### config.mk
export PLATFORM = sky130hd
export DESIGN_NAME = cover_seq_ctrl
export DESIGN_NICKNAME = d
export VERILOG_FILES = /design/src/rtl/cover_seq_pkg.sv /design/src/rtl/cover_seq_mon.sv /design/src/rtl/cover_seq_ctrl.sv
export SDC_FILE = /design/constraint.sdc
export NUM_CORES = 1
export LEC_CHECK = 0
export CORE_AREA = 2 2 56 58
export CTS_BUF_LIST = sky130_fd_sc_hd__clkbuf_16
export DETAILED_ROUTE_END_ITERATION = 6
export DIE_AREA = 0 0 58 60
export HOLD_SLACK_MARGIN = 0.08
export PLACE_DENSITY = 0.68
export SLEW_MARGIN = 10
export SYNTH_ARGS = -nofsm -noshare
export SYNTH_HDL_FRONTEND = slang
export SYNTH_SLANG_ARGS = --single-unit
### constraint.sdc
create_clock -name clk -period 1.48 [get_ports clk]
set_input_delay 0.296 -clock clk [delete_from_list [all_inputs] [get_ports clk]]
set_output_delay 0.296 -clock clk [all_outputs]
set_load 0.02 [all_outputs]
### src/rtl/cover_seq_pkg.sv
// rtl/cover_seq_pkg.sv - shared state encoding, default sizing and width helper for the cover sequencer
package cover_seq_pkg;

    typedef enum logic [1:0] {
        ST_IDLE  = 2'd0,
        ST_QUIET = 2'd1,
        ST_STIM  = 2'd2,
        ST_DONE  = 2'd3
    } state_t;

    localparam int DEF_IDLE_CYC = 10;
    localparam int DEF_HIT_CYC  = 2;
    localparam int DEF_CNT_W    = 8;

    // Bits needed to hold 0..n, never less than one.
    function automatic int cnt_width(input int n);
        if (n <= 1) begin
            return 1;
        end
        return $clog2(n + 1);
    endfunction

endpackage

### src/rtl/cover_seq_mon.sv
// rtl/cover_seq_mon.sv - cover-hit and assertion-failure counters; COVER_SEQ_ASSERT_EN enables the assertion side
module cover_seq_mon
    import cover_seq_pkg::*;
#(
    parameter int CNT_W = DEF_CNT_W
) (
    input  logic             clk,
    input  logic             rst,
    input  logic             clr,
    input  logic             a,
    input  logic             b,
    output logic [CNT_W-1:0] cov_hits,
    output logic [CNT_W-1:0] asr_fails,
    output logic             fail
);

    localparam logic [CNT_W-1:0] SAT = '1;

    // Count every cycle the cover condition is presented, holding at all-ones.
    always_ff @(posedge clk) begin
        if (rst || clr) begin
            cov_hits <= '0;
        end else if (a && (cov_hits != SAT)) begin
            cov_hits <= cov_hits + CNT_W'(1);
        end
    end

`ifdef COVER_SEQ_ASSERT_EN
    // Under the cover condition, b must be high; count and latch each violation.
    always_ff @(posedge clk) begin
        if (rst || clr) begin
            asr_fails <= '0;
            fail      <= 1'b0;
        end else if (a) begin
            assert (b) else $warning("cover_seq_mon: b low while a high");
            if (!b) begin
                fail <= 1'b1;
                if (asr_fails != SAT) begin
                    asr_fails <= asr_fails + CNT_W'(1);
                end
            end
        end
    end
`else
    logic unused_b;
    assign unused_b  = b;
    assign asr_fails = '0;
    assign fail      = 1'b0;
`endif

endmodule

### src/rtl/cover_seq_ctrl.sv
// rtl/cover_seq_ctrl.sv - quiet/stimulus sequencer driving a/b into the monitor; COVER_SEQ_ASSERT_EN selects assertion counting
module cover_seq_ctrl
    import cover_seq_pkg::*;
#(
    parameter int IDLE_CYC = DEF_IDLE_CYC,
    parameter int HIT_CYC  = DEF_HIT_CYC,
    parameter int CNT_W    = DEF_CNT_W
) (
    input  logic             clk,
    input  logic             rst,
    input  logic             start,
    input  logic             inj_fail,
    output logic             a,
    output logic             b,
    output logic             busy,
    output logic             done,
    output logic [CNT_W-1:0] cov_hits,
    output logic [CNT_W-1:0] asr_fails,
    output logic             fail
);

    localparam int QW = cnt_width(IDLE_CYC);
    localparam int KW = cnt_width(HIT_CYC);
    localparam logic [QW-1:0] Q_LAST = QW'(IDLE_CYC - 1);
    localparam logic [KW-1:0] K_LAST = KW'(HIT_CYC - 1);

    state_t        state;
    logic [QW-1:0] qcnt;
    logic [KW-1:0] kidx;
    logic          accept;

    // A start is only honoured from IDLE; the monitor clears on the same edge.
    assign accept = (state == ST_IDLE) && start;

    // Sequencer with registered stimulus: each edge loads the a/b shown in the next state.
    always_ff @(posedge clk) begin
        if (rst) begin
            state <= ST_IDLE;
            qcnt  <= '0;
            kidx  <= '0;
            a     <= 1'b0;
            b     <= 1'b0;
            busy  <= 1'b0;
            done  <= 1'b0;
        end else begin
            done <= 1'b0;
            case (state)
                ST_IDLE: begin
                    if (start) begin
                        busy <= 1'b1;
                        qcnt <= '0;
                        kidx <= '0;
                        if (IDLE_CYC == 0) begin
                            state <= ST_STIM;
                            a     <= 1'b1;
                            b     <= ~inj_fail;
                        end else begin
                            state <= ST_QUIET;
                        end
                    end
                end
                ST_QUIET: begin
                    if (qcnt == Q_LAST) begin
                        state <= ST_STIM;
                        kidx  <= '0;
                        a     <= 1'b1;
                        b     <= ~inj_fail;
                    end else begin
                        qcnt <= qcnt + QW'(1);
                    end
                end
                ST_STIM: begin
                    if (kidx == K_LAST) begin
                        state <= ST_DONE;
                        a     <= 1'b0;
                        b     <= 1'b0;
                        done  <= 1'b1;
                    end else begin
                        // Next index k+1 is even exactly when the current index is odd.
                        kidx <= kidx + KW'(1);
                        a    <= kidx[0];
                        b    <= ~inj_fail;
                    end
                end
                ST_DONE: begin
                    state <= ST_IDLE;
                    busy  <= 1'b0;
                end
                default: begin
                    state <= ST_IDLE;
                    a     <= 1'b0;
                    b     <= 1'b0;
                    busy  <= 1'b0;
                end
            endcase
        end
    end

    cover_seq_mon #(
        .CNT_W(CNT_W)
    ) u_mon (
        .clk      (clk),
        .rst      (rst),
        .clr      (accept),
        .a        (a),
        .b        (b),
        .cov_hits (cov_hits),
        .asr_fails(asr_fails),
        .fail     (fail)
    );

endmodule

==> flow_metrics.env, run 1 <==
export IMPL_overflow=0
export IMPL_wl_per_cell_um=12.64
export IMPL_rsz0062_at_grt="yes"
export IMPL_synth_commonest_cells="dfxtp_1 (20), nand2_1 (14), buf_4 (10)"
export IMPL_syn_avg_cell_area_um2=8.965
export IMPL_synthArstFlopShare=0
export IMPL_cp_start_kind="flip-flop"
export IMPL_cts_htree_levels=1
export IMPL_nets=183
export IMPL_p_per_area_nw_per_um2=1358
export IMPL_drc_errors=0
export IMPL_antenna_found_initial=0
export IMPL_period_share=0.9738
export IMPL_vdd_drop_max_mv=0.8531
export IMPL_totalWireLength_um=2541
export IMPL_design_area_um2=1595
export IMPL_portBuffers=15
export IMPL_seq_area_frac_synth=0.3213
export IMPL_dp_hpwl_um=2016
export IMPL_vias_per_cell=5.313
export IMPL_dp_cells=198
export IMPL_ys_ff_latch=20
export IMPL_start_util=0.4293
export IMPL_cts_setup_buffers=0
export IMPL_dpl_cell_area_um2=1504
export IMPL_grt_start_max_net_pins=12
export IMPL_setup_viol=0
export IMPL_cts_tree="yes"
export IMPL_core_rowCount=20
export IMPL_fin_crit_ps=1441
export IMPL_fmax_mhz=693.8
export IMPL_area_delta_synth_final_pct=28.01
export IMPL_slowest_stage="clkdlybuf4s50_1"
export IMPL_synth_edf_count=0
export IMPL_crit_path_end_kind="output pin"
export IMPL_synthFlopType="dfxtp_1"
export IMPL_ys_types=40
export IMPL_cp_data_required_time_ps=1180
export IMPL_instances_no_fill=201
export IMPL_yosysMostFrequentCell="dfxtp_1"
export IMPL_cts_inserted_buffers=3
export IMPL_max_stage_delay_ps=590
export IMPL_gr_usage_all_layers=0.1642
export IMPL_dr_pass1_iters=4
export IMPL_arrival_ps=1150
export IMPL_clkTransAtPathRegs_ps=50
export IMPL_grt_pass1_wl_um=4360
export IMPL_clock_sink_count=20
export IMPL_path_buf_inv=1
export IMPL_pin_count=25
export IMPL_clock_path_buffers=2
export IMPL_die_area_um2=3480
export IMPL_yosys_top_cells_area="dfxtp_1 (32%), ha_1 (9.0%), mux2i_1 (7.2%)"
export IMPL_hold_viol=0
export IMPL_crit_type="reg2out"
export IMPL_ant_nets=0
export IMPL_drive_gt1_frac=0.2143
export IMPL_die_w_um=58
export IMPL_antenna_cells=0
export IMPL_leakage_nw=0.7390
export IMPL_yosysTopAreaCellShare=0.3213
export IMPL_final_util=0.5496
export IMPL_grt_pass1_vias=1068
export IMPL_yosys_area_top_type="dfxtp_1"
export IMPL_coreArea_um2=2903
export IMPL_vias=1068
export IMPL_path_cells="clkdlybuf4s50_1"
export IMPL_yosys_warnings=0
export IMPL_dr_first_iter_drc_count=23
export IMPL_hold_slack_ps=464.8
export IMPL_maxCapViolCount=0
export IMPL_totalNegativeSetupSlack_ps=0
export IMPL_ctsRootBufferMaster="clkbuf_16"
export IMPL_place_congestion=0.8235
export IMPL_fin_skew_ps=1.401
export IMPL_drv_slew=0
export IMPL_die_h_um=60
export IMPL_cp_top_family="buffers and inverters"
export IMPL_status="completed"
export IMPL_min_path_type="reg2reg"
export IMPL_synth_area_um2=1246
export IMPL_syn_instance_count=139
export IMPL_critPathMaxFanout=1
export IMPL_clk_latency_ps=250
[placed cells by master (no fill, tap or decap), types with 4 or more instances in the layout]
master	n
ha_1	6
nor3_1	4
mux2i_1	8
nand3_1	5
clkdlybuf4s50_1	4
dlygate4sd2_1	10
dfxtp_2	5
nand2_1	14
a21oi_1	9
o21ai_0	4
dfxtp_1	15
inv_1	8
conb_1	9
nand2b_1	6
buf_4	16
[report_power, final]
group / leakage (nW) / switching (mW) / internal [mW]
combinational: 0.538 / 0.474 / 0.468
sequential: 0.164 / 0.0578 / 0.613
clock: 0.0370 / 0.197 / 0.356
[flip-flops by register name, indices dropped and copies added, names as in the netlist]
name and count:
a 1, b 1, busy 1, done 1, kidx 2, qcnt 4, state 2, u_mon.cov_hits 8
[per-layer routing]
metal,part of all wire,track usage
met1,0.40,0.1638
met2,0.54,0.3247
met3,0.045,0.03247
met4,0.015,0.07309
met5,0,0
[cell families after synthesis]
family | Yosys count | synth area share
flip-flops | 20 | 0.3213
AND/OR/NAND/NOR | 50 | 0.2440
adder cells (fa/ha/maj) | 9 | 0.09036
multiplexers | 9 | 0.07229
buffers and inverters | 23 | 0.1014
AO/OA/AOI/OAI | 27 | 0.1677
other | 1 | 0.003009
[timing repair]
action,4_1_cts,5_1_grt
endpoints found under the setup margin,14,7
pin swaps,1,1
gates resized for setup,13,6
hold buffers,0,0
[path summary, 6_finish.rpt]
kind                                from      end  slack, ps  depth (start not counted)
worst max-delay path                done     done         40                          1
worst min-delay path             kidx[1]  kidx[1]        460                          2
worst max register to register  state[0]  qcnt[3]         70                          6
worst min register to register   kidx[1]  kidx[1]        460                          2
[per-stage QoR]
stage               power, mW  setup slack, ps
detailed placement      1.588           -102.4
floorplan               1.303           -1.791
CTS                     2.137            4.561
global route            2.312           -33.29
finish                  2.166            38.71
global placement        1.555           -55.49
[worst min-delay path, delay by kind of cell, from the launching register on]
kind	cells	cell delay (ps)
flip-flops	1	320
multiplexers	1	50
AND/OR/NAND/NOR	1	50
[area by class of cell]
cell class              instances  area, um2
multi-input cells             104      774.5
clock buffers                   3      75.07
repair buffers                 31      260.3
fillers                       269       1308
inverters                      10      37.54
flip-flops and latches         20      406.6
well taps                      33      41.29
Note: power is estimated with default switching activity, not from simulation.
==> run 2, diff against run 1 <==
--- a/config.mk
+++ b/config.mk
@@ -5,6 +5,7 @@
 export SDC_FILE = /design/constraint.sdc
 export NUM_CORES = 1
 export LEC_CHECK = 0
+export CAP_MARGIN = 20
 export CORE_AREA = 2 2 56 58
 export CTS_BUF_LIST = sky130_fd_sc_hd__clkbuf_16
 export DETAILED_ROUTE_END_ITERATION = 6
==> results of run 2 <==
Final layout, timing and power as in run 1 (identical DEF).
==> run 3, diff against run 2 <==
--- a/config.mk
+++ b/config.mk
@@ -6,12 +6,14 @@
 export NUM_CORES = 1
 export LEC_CHECK = 0
 export CAP_MARGIN = 20
-export CORE_AREA = 2 2 56 58
+export CORE_AREA = 2 2 67 69
 export CTS_BUF_LIST = sky130_fd_sc_hd__clkbuf_16
 export DETAILED_ROUTE_END_ITERATION = 6
-export DIE_AREA = 0 0 58 60
+export DIE_AREA = 0 0 69 71
+export GPL_ROUTABILITY_DRIVEN = 0
 export HOLD_SLACK_MARGIN = 0.08
-export PLACE_DENSITY = 0.68
+export PLACE_DENSITY = 0.49
+export REMOVE_ABC_BUFFERS = 1
 export SLEW_MARGIN = 10
 export SYNTH_ARGS = -nofsm -noshare
 export SYNTH_HDL_FRONTEND = slang
==> run 3 against run 2 <==
Effect of this change:
- cell count is 11% higher
- register-to-register slack hardly changed
- critical path depth stayed put
- sequential power hardly changed
- clock power hardly changed
- total power is 7.9% higher
- wire length is 9.4% higher
- via count is 0.94% higher
- design area is 7.9% higher
- sequential cell count stayed put
- maximum frequency hardly changed
- count of clock-buffer cells in the layout stayed put
==> flow_metrics.env, run 3 (synthesized netlist as in run 1, its figures left out) <==
export IMPL_cts_htree_levels=1
export IMPL_vias_per_cell=4.813
export IMPL_reg_largest_list="u_mon.cov_hits (8), qcnt (4)"
export IMPL_design_area_um2=1722
export IMPL_path_buf_inv=1
export IMPL_dr_first_iter_drc_count=48
export IMPL_final_cell_mix="dfxtp_1 (19), buf_4 (19), nand2_1 (14)"
export IMPL_clock_sink_count=20
export IMPL_coreArea_um2=4204
export IMPL_dp_hpwl_um=2153
export IMPL_fillers=434
export IMPL_cts_hold_buf=0
export IMPL_fin_skew_ps=1.738
export IMPL_cts_tree="yes"
export IMPL_clkTransAtPathRegs_ps=60
export IMPL_path_cells="clkdlybuf4s50_1"
export IMPL_critPathMaxFanout=1
export IMPL_min_path_type="reg2reg"
export IMPL_regMostFlops="u_mon.cov_hits"
export IMPL_dpl_cell_area_um2=1565
export IMPL_arrival_ps=1140
export IMPL_leakage_nw=0.7943
export IMPL_drv_slew=0
export IMPL_max_stage_delay_ps=590
export IMPL_top_layer="met4"
export IMPL_totalNegativeSetupSlack_ps=0
export IMPL_cts_inserted_buffers=3
export IMPL_drt_met1_wl_um=1158
export IMPL_cp_start_kind="flip-flop"
export IMPL_gr_usage_all_layers=0.1119
export IMPL_die_h_um=71
export IMPL_period_share=0.9736
export IMPL_p_per_area_nw_per_um2=1357
export IMPL_die_area_um2=4899
export IMPL_wl_met3_um=109
export IMPL_cp_data_required_time_ps=1180
export IMPL_status="completed"
export IMPL_seqCellArea_um2=401.6
export IMPL_die_w_um=69
export IMPL_hold_viol=0
export IMPL_maxCapViolCount=0
export IMPL_antenna_found_initial=0
export IMPL_fmax_mhz=694.0
export IMPL_rsz0062_at_grt="yes"
export IMPL_grt_pass1_wl_um=4512
export IMPL_ant_nets=0
export IMPL_grt_pass1_vias=1045
export IMPL_overflow=0
export IMPL_dr_pass1_iters=4
export IMPL_ctsRootBufferMaster="clkbuf_16"
export IMPL_clock_path_buffers=2
export IMPL_crit_type="reg2out"
export IMPL_fin_crit_ps=1441
export IMPL_cp_top_family="buffers and inverters"
export IMPL_portBuffers=15
export IMPL_routed_wl_met2_um=1497
export IMPL_multi_input_area_um2=835.8
export IMPL_area_delta_synth_final_pct=38.15
export IMPL_start_util=0.2964
export IMPL_final_util=0.4095
export IMPL_largest_register_ffs=8
export IMPL_nets=187
export IMPL_core_rowCount=24
export IMPL_drive_gt1_frac=0.2442
export IMPL_crit_path_end_kind="output pin"
export IMPL_totalWireLength_um=2779
export IMPL_setup_viol=0
export IMPL_pin_count=25
export IMPL_vias=1078
export IMPL_ff2ff_setup_slack_ps=60
export IMPL_wl_per_cell_um=12.41
export IMPL_vdd_drop_max_mv=0.6663
export IMPL_grt_start_max_net_pins=12
export IMPL_cts_setup_buffers=0
export IMPL_antenna_cells=0
export IMPL_slowest_stage="clkdlybuf4s50_1"
export IMPL_drc_errors=0
export IMPL_clk_latency_ps=250
==> run 3: cell count changes in the layout (fill, tap and decap cells not counted), sizes merged <==
cell	change
dlygate4sd2	-1
dlymetal6s2s	+1
buf	+4
==> run 3: where the power goes <==
| part | switching [mW] | internal [mW] | total [mW] |
|---|---|---|---|
| Clock | 0.196 | 0.356 | 0.552 |
| Combinational | 0.550 | 0.566 | 1.12 |
| Sequential | 0.0582 | 0.610 | 0.668 |
==> run 3: final timing paths <==
| path | startpoint | end | depth (start not counted) |
|---|---|---|---|
| worst max-delay path | done | done | 1 |
| worst min-delay path | busy | busy | 2 |
| worst max register to register | state[0] | qcnt[3] | 6 |
| worst min register to register | busy | busy | 2 |
==> run 3: metal layers <==
layer  track usage  vias up
met1        0.1257      510
met2        0.2030       23
li1              -      543
met5             0        -
met3       0.02849        2
met4       0.04357        0
==> run 3: stage by stage <==
stage               instances  total power, mW  hold WS [ps]  setup WS (ps)
global route              224            2.479         494.4         -31.40
global placement          221            1.609         463.6         -94.56
CTS                       224            2.182         478.2          2.713
floorplan                 134            1.256         365.1         -101.5
finish                    224            2.337         473.0          39.13
detailed placement        221            1.627         471.3         -158.5
==> run 3: repair_timing <==
| action | 4_1_cts | 5_1_grt |
|---|---|---|
| endpoints found under the setup margin | 12 | 8 |
| resized for setup | 12 | 17 |
| hold endpoints to repair | 0 | 0 |
| pin swaps | 1 | 3 |
==> run 3: area by class of cell <==
type	instances	share of cell area
inverters	10	0.02180
well taps	52	0.03779
multi-input cells	104	0.4855
flip-flops and latches	20	0.2333
clock buffers	3	0.04360
repair buffers	35	0.1781
==> patch 1, RTL diff (config.mk and constraints of run 2) <==
The package constant `DEF_CNT_W` goes from 8 to 7.
--- a/src/rtl/cover_seq_pkg.sv
+++ b/src/rtl/cover_seq_pkg.sv
@@ -12,3 +12,3 @@
     localparam int DEF_HIT_CYC  = 2;
-    localparam int DEF_CNT_W    = 8;
+    localparam int DEF_CNT_W    = 7;
 
Ports: changed (resized asr_fails and cov_hits); port bits go from 25 to 23. No check against the original RTL was run, so the function may have changed too.
==> patch 1 against run 2 <==
The run now ends with setup timing left; area after synthesis is 12% lower; die area stayed put; setup slack worse by 0.092 ns; power is 5.2% higher; wire length is 3.0% higher; cell area is 1.0% lower; sequential cell count is 1 lower; sequential share of layout area is 0.93 points lower; critical path type is now flop to flop; critical endpoint is now qcnt[1]; largest cell class unchanged.
==> patch 1: results (changes against run 2) <==
Placement
  – Port-buffer cells: 14 (-1)
  – Placer congestion estimate: 0.765 (-7.1%)
  – Post-DP HPWL: 2010 um (-0.16%)
  – Pre-CTS setup slack: -0.158 ns (-0.0555 ns)
  – Placed insts: 192 (-3.0%)
  – Placed instance area: 1420 um^2 (-5.5%)

Critical path
  – Crit path arrival time: 1.70 ns (+0.55 ns)
  – Crit path max-delay family: simple AND/OR/NAND/NOR gates
  – Critical path peak fanout: 4 (+3)
  – RR Endpoint: qcnt[1]
  – Worst r2r path cells: 5 (-1)
  – Setup crit start: state[0]
  – Crit path capture type: flop
  – Slowest CP cell: or4b_1

Synth
  – Syn Inst Count: 123 (-12%)
  – Synth Area in Adders: 10.3% (+1.3 points)
  – Synth Area in Compound Gates: 17.5% (+0.78 points)
  – Synth cell types: 37 (-7.5%)
  – Synth top cells by count: dfxtp_1 (19), nand2_1 (12), ha_1 (9), inv_1 (9), buf_4 (8)
  – Largest cells by area after synthesis: dfxtp_1 (35%), ha_1 (10%), mux2i_1 (5.5%)
  – Mux cell area share after synthesis: 5.50% (-1.7 points)

CTS
  – Post-CTS Repair Setup Buffers: 1 (+1)
  – Post-CTS sizing: 17 (+4)

Power and ir drop
  – Sw Ratio: 33.7% (+0.038 points)
  – Seq. pwr: 0.666 mW (-0.7%)
  – LEAKAGE: 0.707 nW (-4.3%)
  – Max VDD drop: 902 uV (+5.8%)

Timing
  – Final setup violation count: 4 (+4)
  – Fin Hold WS: 0.492 ns (+0.0274 ns)
  – Final setup TNS: -0.134 ns (-0.134 ns)
  – Worst Skew: 0.000993 ns (-0.000408 ns)
  – Setup ws final: -0.0530 ns (-0.0917 ns)

Drt
  – Vias per inst: 5.07 (-4.6%)
  – Initial drt markers: 49 (+110%)
  – WL/cell: 13.3 um (+5.0%)

Run status
  – Status: finished, violations left
  – Failing checks: setup timing

Worst hold path
  – Hold path startpoint: busy
  – Worst Hold End: busy

Layout
  – Layout cell share with drive strength beyond 1: 29.3% (+7.8 points)
  – Fin cells: 197 (-2.0%)
  – FILL cells: 271 (+0.74%)
  – Final Net Count: 178 (-2.7%)
  – Top Registers: u_mon.cov_hits: 7 flops, qcnt: 4 flops
  – FF+latch area: 388 um^2 (-4.6%)

GRT
  – GR Util All Layers: 16.0% (-0.38 points)
  – Number of global-route vias before repair: 1040 (-2.6%)
  – Largest net degree at the start of global routing: 11 (-1)
==> patch 1: cell types whose count changed after synthesis, sizes merged, moves of 2 or more <==
cell / before / now
nor2: 0 / 3
mux2i: 9 / 6
nand4b: 2 / 0
buf: 12 / 10
a311oi: 0 / 2
a21oi: 10 / 6
nand3: 5 / 2
o21ai: 4 / 6
nand2b: 6 / 1
nand2: 14 / 12
nor3: 4 / 2
a31oi: 0 / 3
and4: 3 / 1
==> patch 1: cell type report <==
cell class                      count  share of cell area [%]
Clock buffer                        3                    4.75
Clock inverter                      1                   0.238
Inverter                           10                    2.69
Multi-Input combinational cell     90                    43.5
Sequential cell                    19                    24.6
Tap cell                           33                    2.61
Timing Repair Buffer               41                    21.6
==> patch 1: routing by layer <==
layer	GRT usage, %	wire length (um)	vias up
met5	0	0	-
met4	4.98	10	0
met2	28.7	1320	23
met1	19.9	1180	468
met3	2.16	104	4
li1	-	-	504
==> patch 2, RTL diff (settings of run 2) <==
Made on the original files. Re-encode `state_t` (4 states) as Gray code, 2 bits wide.
--- a/src/rtl/cover_seq_pkg.sv
+++ b/src/rtl/cover_seq_pkg.sv
@@ -4,6 +4,6 @@
     typedef enum logic [1:0] {
-        ST_IDLE  = 2'd0,
-        ST_QUIET = 2'd1,
-        ST_STIM  = 2'd2,
-        ST_DONE  = 2'd3
+        ST_IDLE  = 2'b00,
+        ST_QUIET = 2'b01,
+        ST_STIM  = 2'b11,
+        ST_DONE  = 2'b10
     } state_t;
Function: no difference found for any inputs over 10 cycles, from zero or initial values and one cycle with rst high; not proved beyond that.
==> patch 2 against run 2 <==
Register-to-register slack worse by 0.04 ns; area after synthesis is 18% lower; cell area is 18% lower; sequential cell count unchanged; wire length fell by 21%; setup slack got worse by 0.010 ns.
Power is not compared: it rests on default switching activity, and its combinational part moved more than twofold at a synthesized area within 25%.
==> patch 2: results (changes against run 2) <==
GRT
  – GR Util All Layers: 12.6% (-3.8 points)
  – Grt met3 use: 4.76% (+1.5 points)
  – Largest net degree at the start of global routing: 13 (+1)
  – First-pass GRT wire length: 3240 um (-26%)
  – Number of global-route vias before repair: 788 (-26%)
  – Met2 GRT Util: 20.1% (-12 points)
  – Met1 Use GR: 14.5% (-1.9 points)
  – Antenna violations before repair: 0 (unchanged)

Layout
  – Final Net Count: 154 (-16%)
  – Top Registers: u_mon.cov_hits: 8 flops, qcnt: 4 flops
  – Design Area, Final: 1310 um^2 (-18%)
  – Layout cell share with drive strength beyond 1: 11.1% (-10 points)
  – FILL cells: 296 (+10%)

Drt
  – Top Metal Used: met4
  – WL/cell: 11.4 um (-10%)
  – Drt total wl: 2010 um (-21%)
  – Met1 wire length: 896 um (-11%)
  – Routed met2 length: 946 um (-31%)
  – Vias per inst: 5.02 (-5.6%)
  – Initial drt markers: 20 (-13%)
  – Met3 routed WL: 129 um (+12%)

Power and ir drop
  – Clk. pwr: 0.563 mW
  – Max VDD drop: 878 uV
  – Sequential share of power: 45.6%
  – Power per cell area: 928 nW/um^2
  – LEAKAGE: 0.571 nW
  – Int Pwr: 0.944 mW

Synth
  – Synthesis Warnings: 0 (unchanged)
  – Mean Syn Cell Area: 8.51 um^2 (-5.1%)
  – Register area share after synthesis: 39.2% (+7.1 points)
  – Synth top cells by count: dfxtp_1 (20), nor2_1 (16), a21oi_1 (10)
  – Synth cell types: 35 (-13%)
  – Largest cells by area after synthesis: dfxtp_1 (39%), buf_4 (6.6%), ha_1 (6.1%)
  – Post-synth ARST share: 0% (unchanged)

CTS
  – Post-CTS sizing: 13 (unchanged)
  – Clk buf depth: 2 (unchanged)
  – Clock transition at path regs: 0.06 ns
  – Worst-Skew Late Latency: 0.25 ns (about the same)
  – Post-CTS Repair Setup Buffers: 0 (unchanged)
  – Root buffer cell: clkbuf_16

Placement
  – Post-DP HPWL: 1490 um (-26%)
  – Port-buffer cells: 15 (unchanged)
  – Pre-CTS setup slack: -0.109 ns (-0.00692 ns)
  – Placer congestion estimate: 0.718 (-13%)
  – Placed insts: 173 (-13%)
  – Placed instance area: 1230 um^2 (-18%)

Critical path
  – Crit path max-delay family: simple AND/OR/NAND/NOR gates
  – Critical path peak fanout: 5 (+4)
  – Slowest stage delay, CP: 0.51 ns (-0.08 ns)
  – Crit path arrival time: 1.65 ns (+0.50 ns)
  – Slowest CP cell: or4b_1

Run status
  – Status: finished, final reports clean

Worst hold path
  – Hold Path Class: flop to flop

Timing
  – Worst Skew: 0.00237 ns (+0.000964 ns)
==> patch 2: final cells by class <==
cell class	count	area share [%]
tap	33	3.15
clock inverter	1	0.287
timing repair buffer	24	15.6
inverter	4	1.15
clock buffer	3	5.73
sequential	20	30.6
multi-input combinational	92	43.6
==> patch 2: logic make-up (layout without fill, tap and decap cells) <==
family	after synthesis	in the layout	share of synthesized area [%]
and+or+nand+nor	45	45	23.0
adders and majority gates	5	5	6.13
DFF	20	20	39.2
buffers and inverters	16	32	9.44
other	1	9	0.367
xor gates and xnor gates	5	5	4.29
muxes	2	2	1.96
AOI/OAI and AO/OA	26	26	15.6
==> patch 2: path summary, 6_finish.rpt <==
check / end / from / slack (ns) / depth (start not counted)
worst min-delay path: b / b / 0.46 / 2
worst max register to register: qcnt[2] / qcnt[1] / 0.03 / 5
worst min register to register: b / b / 0.46 / 2
worst max-delay path: qcnt[2] / qcnt[1] / 0.03 / 5
